**src/rtl/reg_file_mp.sv**
```systemverilog
// reg_file_mp: multi-port register file with two write ports, two
// combinational read ports and an init sweep that loads known values.
// Index 0 is hard-wired to zero. Index SP_IDX is loaded with SP_INIT during
// init, and every other index is loaded with zero. Forwarding from the write
// ports to the read ports is optional and selected by BYPASS.
module reg_file_mp #(
   parameter int          XLEN    = 64,
   parameter int          NREG    = 32,
   parameter int          SP_IDX  = 2,
   parameter logic [63:0] SP_INIT = 64'h0000_0000_0001_0000,
   parameter bit          BYPASS  = 1'b1
) (
   input  logic                     CLK,
   input  logic                     RST,
   input  logic                     WR0_VALID,
   input  logic [$clog2(NREG)-1:0]  WR0_ADDR,
   input  logic [XLEN-1:0]          WR0_DATA,
   input  logic                     WR1_VALID,
   input  logic [$clog2(NREG)-1:0]  WR1_ADDR,
   input  logic [XLEN-1:0]          WR1_DATA,
   input  logic [$clog2(NREG)-1:0]  RS1_SEL,
   input  logic [$clog2(NREG)-1:0]  RS2_SEL,
   output logic [XLEN-1:0]          RS1_DATAOUT,
   output logic [XLEN-1:0]          RS2_DATAOUT,
   output logic                     READY
);

   localparam int AW = $clog2(NREG);

   localparam logic [AW-1:0]   IDX_ZERO  = {AW{1'b0}};
   localparam logic [AW-1:0]   CNT_ONE   = AW'(32'd1);
   localparam logic [AW-1:0]   CNT_LAST  = AW'(NREG - 1);
   localparam logic [AW-1:0]   SP_IDX_A  = AW'(SP_IDX);
   localparam logic [XLEN-1:0] SP_INIT_X = SP_INIT[XLEN-1:0];
   localparam logic [XLEN-1:0] DATA_ZERO = {XLEN{1'b0}};

   typedef enum logic {
      ST_INIT = 1'b0,
      ST_RUN  = 1'b1
   } state_t;

   state_t          state_r;
   state_t          state_nxt_s;
   logic [AW-1:0]   cnt_r;
   logic [AW-1:0]   cnt_nxt_s;
   logic            ready_r;
   logic            ready_nxt_s;

   logic [XLEN-1:0] regs_r [NREG];

   logic            init_we_s;
   logic [XLEN-1:0] init_data_s;
   logic            wr0_en_s;
   logic            wr1_en_s;
   logic [XLEN-1:0] rs1_data_s;
   logic [XLEN-1:0] rs2_data_s;

   // Next-state, sweep counter and ready flag for the INIT/RUN sequencer.
   always_comb begin
      state_nxt_s = state_r;
      cnt_nxt_s   = cnt_r;
      ready_nxt_s = ready_r;
      case (state_r)
         ST_INIT: begin
            if (cnt_r == CNT_LAST) begin
               state_nxt_s = ST_RUN;
               ready_nxt_s = 1'b1;
            end else begin
               cnt_nxt_s   = cnt_r + CNT_ONE;
               ready_nxt_s = 1'b0;
            end
         end
         ST_RUN: begin
            ready_nxt_s = 1'b1;
         end
         default: begin
            state_nxt_s = ST_INIT;
            cnt_nxt_s   = CNT_ONE;
            ready_nxt_s = 1'b0;
         end
      endcase
   end

   // Sequencer state register. Reset restarts the sweep from index 1 in any state.
   always_ff @(posedge CLK) begin
      if (RST) begin
         state_r <= ST_INIT;
         cnt_r   <= CNT_ONE;
         ready_r <= 1'b0;
      end else begin
         state_r <= state_nxt_s;
         cnt_r   <= cnt_nxt_s;
         ready_r <= ready_nxt_s;
      end
   end

   // Write enables. The init sweep owns the array, and user writes to index 0 are dropped.
   always_comb begin
      init_we_s   = 1'b0;
      init_data_s = DATA_ZERO;
      wr0_en_s    = 1'b0;
      wr1_en_s    = 1'b0;
      if (state_r == ST_INIT) begin
         init_we_s = 1'b1;
         if (cnt_r == SP_IDX_A) begin
            init_data_s = SP_INIT_X;
         end else begin
            init_data_s = DATA_ZERO;
         end
      end else begin
         wr0_en_s = WR0_VALID && (WR0_ADDR != IDX_ZERO);
         wr1_en_s = WR1_VALID && (WR1_ADDR != IDX_ZERO);
      end
   end

   // Register array update. The WR1 assignment comes after WR0, so WR1 wins
   // when both ports write the same index in one cycle.
   always_ff @(posedge CLK) begin
      if (RST) begin
         regs_r[0] <= DATA_ZERO;
      end else if (init_we_s) begin
         regs_r[cnt_r] <= init_data_s;
      end else begin
         if (wr0_en_s) begin
            regs_r[WR0_ADDR] <= WR0_DATA;
         end
         if (wr1_en_s) begin
            regs_r[WR1_ADDR] <= WR1_DATA;
         end
      end
   end

   // Read port 1 selects zero, then forwarded write data (WR1 before WR0), then the array.
   always_comb begin
      rs1_data_s = DATA_ZERO;
      if ((state_r != ST_RUN) || (RS1_SEL == IDX_ZERO)) begin
         rs1_data_s = DATA_ZERO;
      end else if (BYPASS && wr1_en_s && (WR1_ADDR == RS1_SEL)) begin
         rs1_data_s = WR1_DATA;
      end else if (BYPASS && wr0_en_s && (WR0_ADDR == RS1_SEL)) begin
         rs1_data_s = WR0_DATA;
      end else begin
         rs1_data_s = regs_r[RS1_SEL];
      end
   end

   // Read port 2 uses the same selection order as read port 1.
   always_comb begin
      rs2_data_s = DATA_ZERO;
      if ((state_r != ST_RUN) || (RS2_SEL == IDX_ZERO)) begin
         rs2_data_s = DATA_ZERO;
      end else if (BYPASS && wr1_en_s && (WR1_ADDR == RS2_SEL)) begin
         rs2_data_s = WR1_DATA;
      end else if (BYPASS && wr0_en_s && (WR0_ADDR == RS2_SEL)) begin
         rs2_data_s = WR0_DATA;
      end else begin
         rs2_data_s = regs_r[RS2_SEL];
      end
   end

   assign RS1_DATAOUT = rs1_data_s;
   assign RS2_DATAOUT = rs2_data_s;
   assign READY       = ready_r;

endmodule

```
**config.mk**
```make
export PLATFORM = sky130hd
export DESIGN_NAME = reg_file_mp
export DESIGN_NICKNAME = d
export VERILOG_FILES = /design/src/rtl/reg_file_mp.sv
export SDC_FILE = /design/constraint.sdc
export NUM_CORES = 2
export LEC_CHECK = 0
export BUFFER_PORTS_ARGS = -buffer_cell sky130_fd_sc_hd__buf_2
export CAP_MARGIN = 20
export CORE_MARGIN = 1.5
export CORE_UTILIZATION = 30
export CTS_CLUSTER_DIAMETER = 60
export DETAILED_ROUTE_END_ITERATION = 10
export PLACE_DENSITY_LB_ADDON = 0.3
export SLEW_MARGIN = 40
export SYNTH_ARGS = -nofsm -noshare
export SYNTH_HDL_FRONTEND = slang
export SYNTH_SLANG_ARGS = --single-unit
```
**constraint.sdc**
```tcl
create_clock -name CLK -period 18.1 [get_ports CLK]
set_input_delay 0.905 -clock CLK [delete_from_list [all_inputs] [get_ports CLK]]
set_output_delay 0.905 -clock CLK [all_outputs]
set_load 0.05 [all_outputs]
```
==> results.toml <==
[synthesis]
yosysWarnings = 0
syn_avg_cell_area_sq_um = 11.1
ys_ff_latch = 2054
yosysSeqAreaShare_pct = 51.9
synth_most_common_cell = "nand2_1"
yosys.area.top_type = "edfxtp_1"
synth_cell_type_count = 60
ys.flop_type = "edfxtp_1"
synth_nets = 10820
syn_area_sq_um = 119000
synth-compound-area-share_pct = 13.3
synth_fa_ha_area_share_pct = 0.0316
syn_inst = 10665
yosys-top-cells-count = "2522 x nand2_1, 2048 x edfxtp_1, 1937 x o21ai_0, 799 x mux2i_1, 684 x mux4_2"
synth_top_area_share_pct = 51.8
synth.area.top_cells = "edfxtp_1 52%, mux4_2 13%, o21ai_0 8.2%, nand2_1 8.0%, mux2i_1 6.7%"
ys_async_sr_fraction_pct = 0
synth_edf_count = 2048
synth_top_family_by_area = "multiplexers"
synth-simple-area-share_pct = 9.61
synth-xor-area-share_pct = 0.170
synth_mux_area_share_pct = 19.8

[timing]
setup_viol = 0
clock_skew_ns = 0.0349
slew_headroom_pct = 35.4
finalHoldViolCount = 0
setup_tns_ns = 0
slew_viol_final = 0
hold_ws_ns = 0.353
clock.fmax_mhz = 142
fin_crit_sh_pct = 39.0
rsz0062_at_grt = "false"
finalWorstPathRequiredPeriod_ns = 7.07
worst_pin_slew_ns = 0.969

[floorplanning]
ios = 281
start_util_pct = 30.2
core_sq_um = 393000
rows = 230
die-area_sq_um = 399000
die_y_um = 632
fp.dieW_um = 632

[worst_setup_path]
path_class = "in -> out"
cp-end-kind = "output pin"
start_kind = "input port"
rr_worst_depth = 7
crit_arrival_ns = 6.16
worstPathRequired_ns = 17.19
crit_fanout = 55

[clocking]
holdBufCountCts = 0
clk_path_buf_depth = 4
insertion_delay_ns = 0.95
cts_tree = "built"
cts_resized = 0
cts_made_buffers = 243
clk_pin_slew_ns = 0.05
clock_sinks = 2054
cts_max_level = 4
clockRootBuffer = "clkbuf_16"
postCtsSetupBuffers = 0

[final_layout]
layout-drive-gt1-share_pct = 16.9
nets = 10294
utilization_pct = 33.6
fillers = 38885
multi_input_area_sq_um = 51700
syn_to_final_growth_pct = 11.3
final_cells = 15569
seq_area_sq_um = 61600

[global_routing]
grt_antenna_before_repair = 31
grt_pass1_vias = 86397
overflow = 0
grt_max_degree = 127
gr-usage-all-layers_pct = 23.8
grt_pass1_wl_um = 681000

[detailed_routing]
drt_iter0_drc = 12292
routed_wl_um = 490000
vias_per_cell = 5.85
drc = 0
via_count = 91123
dr.pass1.iters = 6
wl_per_cell_um = 31.5
detail-route-antenna-nets = 0

[place]
dpl.cell_count = 15107
numPortBuffers = 280
place.gp.congestion = 0.844
hpwlAfterDp_um = 285000

[power]
pwr-share-comb_pct = 8.0
power.leakage_nw = 41.4
seq_power_share_pct = 48.1
intPower_mw = 8.16
switching_share_pct = 25.2
clkPwrFrac_pct = 43.9
power_density_nw_per_um2 = 82.7
peakVddDrop_mv = 0.0989
power.total_mw = 10.9
p_sw_mw = 2.75

[job]
maxCapViolations = 0

[min_path]
hp-class = "in -> reg"
holdPathStages = 2

[status]
status = "complete, no violations"
## worst max-delay path, cell delays in order
cell and delay [ns]:
buf_8 0.41, buf_4 0.74, buf_6 0.60, buf_4 0.72, buf_4 0.77, mux4_2 0.42, a211oi_1 0.32, nand4_1 0.36
o221ai_1 0.37, nand2_1 0.08, buf_2 0.22
## per-stage QoR
stage	setup slack, ns	cell area (sq um)
6_report	11.03	132000
5_1_grt	10.85	132000
4_1_cts	10.71	132000
3_5_place_dp	10.69	124000
3_3_place_gp	10.62	123000
2_1_floorplan	11.10	119000
## cells in the final DEF (no fill, tap or decap), types with 69 or more instances in the layout
master / n
o22ai_1: 306
clkbuf_16: 243
buf_4: 146
buf_2: 274
mux4_2: 684
o21ai_0: 1906
a22oi_1: 84
a21oi_1: 101
o21ai_1: 86
edfxtp_1: 2048
mux2i_1: 799
a211oi_1: 116
nand3_1: 90
o221ai_1: 112
buf_6: 81
nor2_1: 69
nand2_1: 2461
## power groups by stage
stage          clock network [mW]  registers (mW)  logic, mW
2_1_floorplan                   0            5.35      0.546
3_3_place_gp                    0            5.35      0.856
3_5_place_dp                    0            5.35      0.866
4_1_cts                      4.82            5.25      0.867
5_1_grt                      4.99            5.26      0.906
6_report                     4.79            5.25      0.877
## state kept, by name, summed over array words and instances (netlist names)
| signal | count |
|---|---|
| regs_r | 2048 |
| cnt_r | 5 |
| state_r | 1 |
## cell type report
cell class | count | share of cell area, %
Sequential cell | 2054 | 46.7
Multi-Input combinational cell | 7221 | 39.2
Tap cell | 5220 | 4.95
Clock buffer | 291 | 4.74
Timing Repair Buffer | 550 | 3.30
Clock inverter | 157 | 0.959
Inverter | 69 | 0.202
Antenna cell | 7 | 0.0133
## worst paths after layout
check / end / start / slack (ns)
max: RS1_DATAOUT[30] / RS1_SEL[2] / 11.03
min: cnt_r[3] / RST / 0.35
max reg2reg: regs_r[12][40] / state_r / 13.08
min reg2reg: cnt_r[4] / cnt_r[4] / 0.53
## routing by layer
layer	track usage (%)	share of wire [%]	wire, um	vias to the layer above
met4	12.0	6.0	29300	14
met5	0	0.021	102	-
li1	-	-	-	38877
met2	37.9	46	223000	5424
met1	31.2	39	190000	45657
met3	4.11	9.7	47600	1151
## logic make-up (layout without fill, tap and decap cells)
group                      Yosys count  count (layout)
AOI/OAI and AO/OA                 2834            2834
other                                0               7
DFF                               2054            2054
buffers and inverters             1390            1067
muxes                             1488            1488
xor gates and xnor gates            23              23
adders and majority gates            3               3
and+or+nand+nor                   2873            2873
Power figures use the tool's default switching activity.
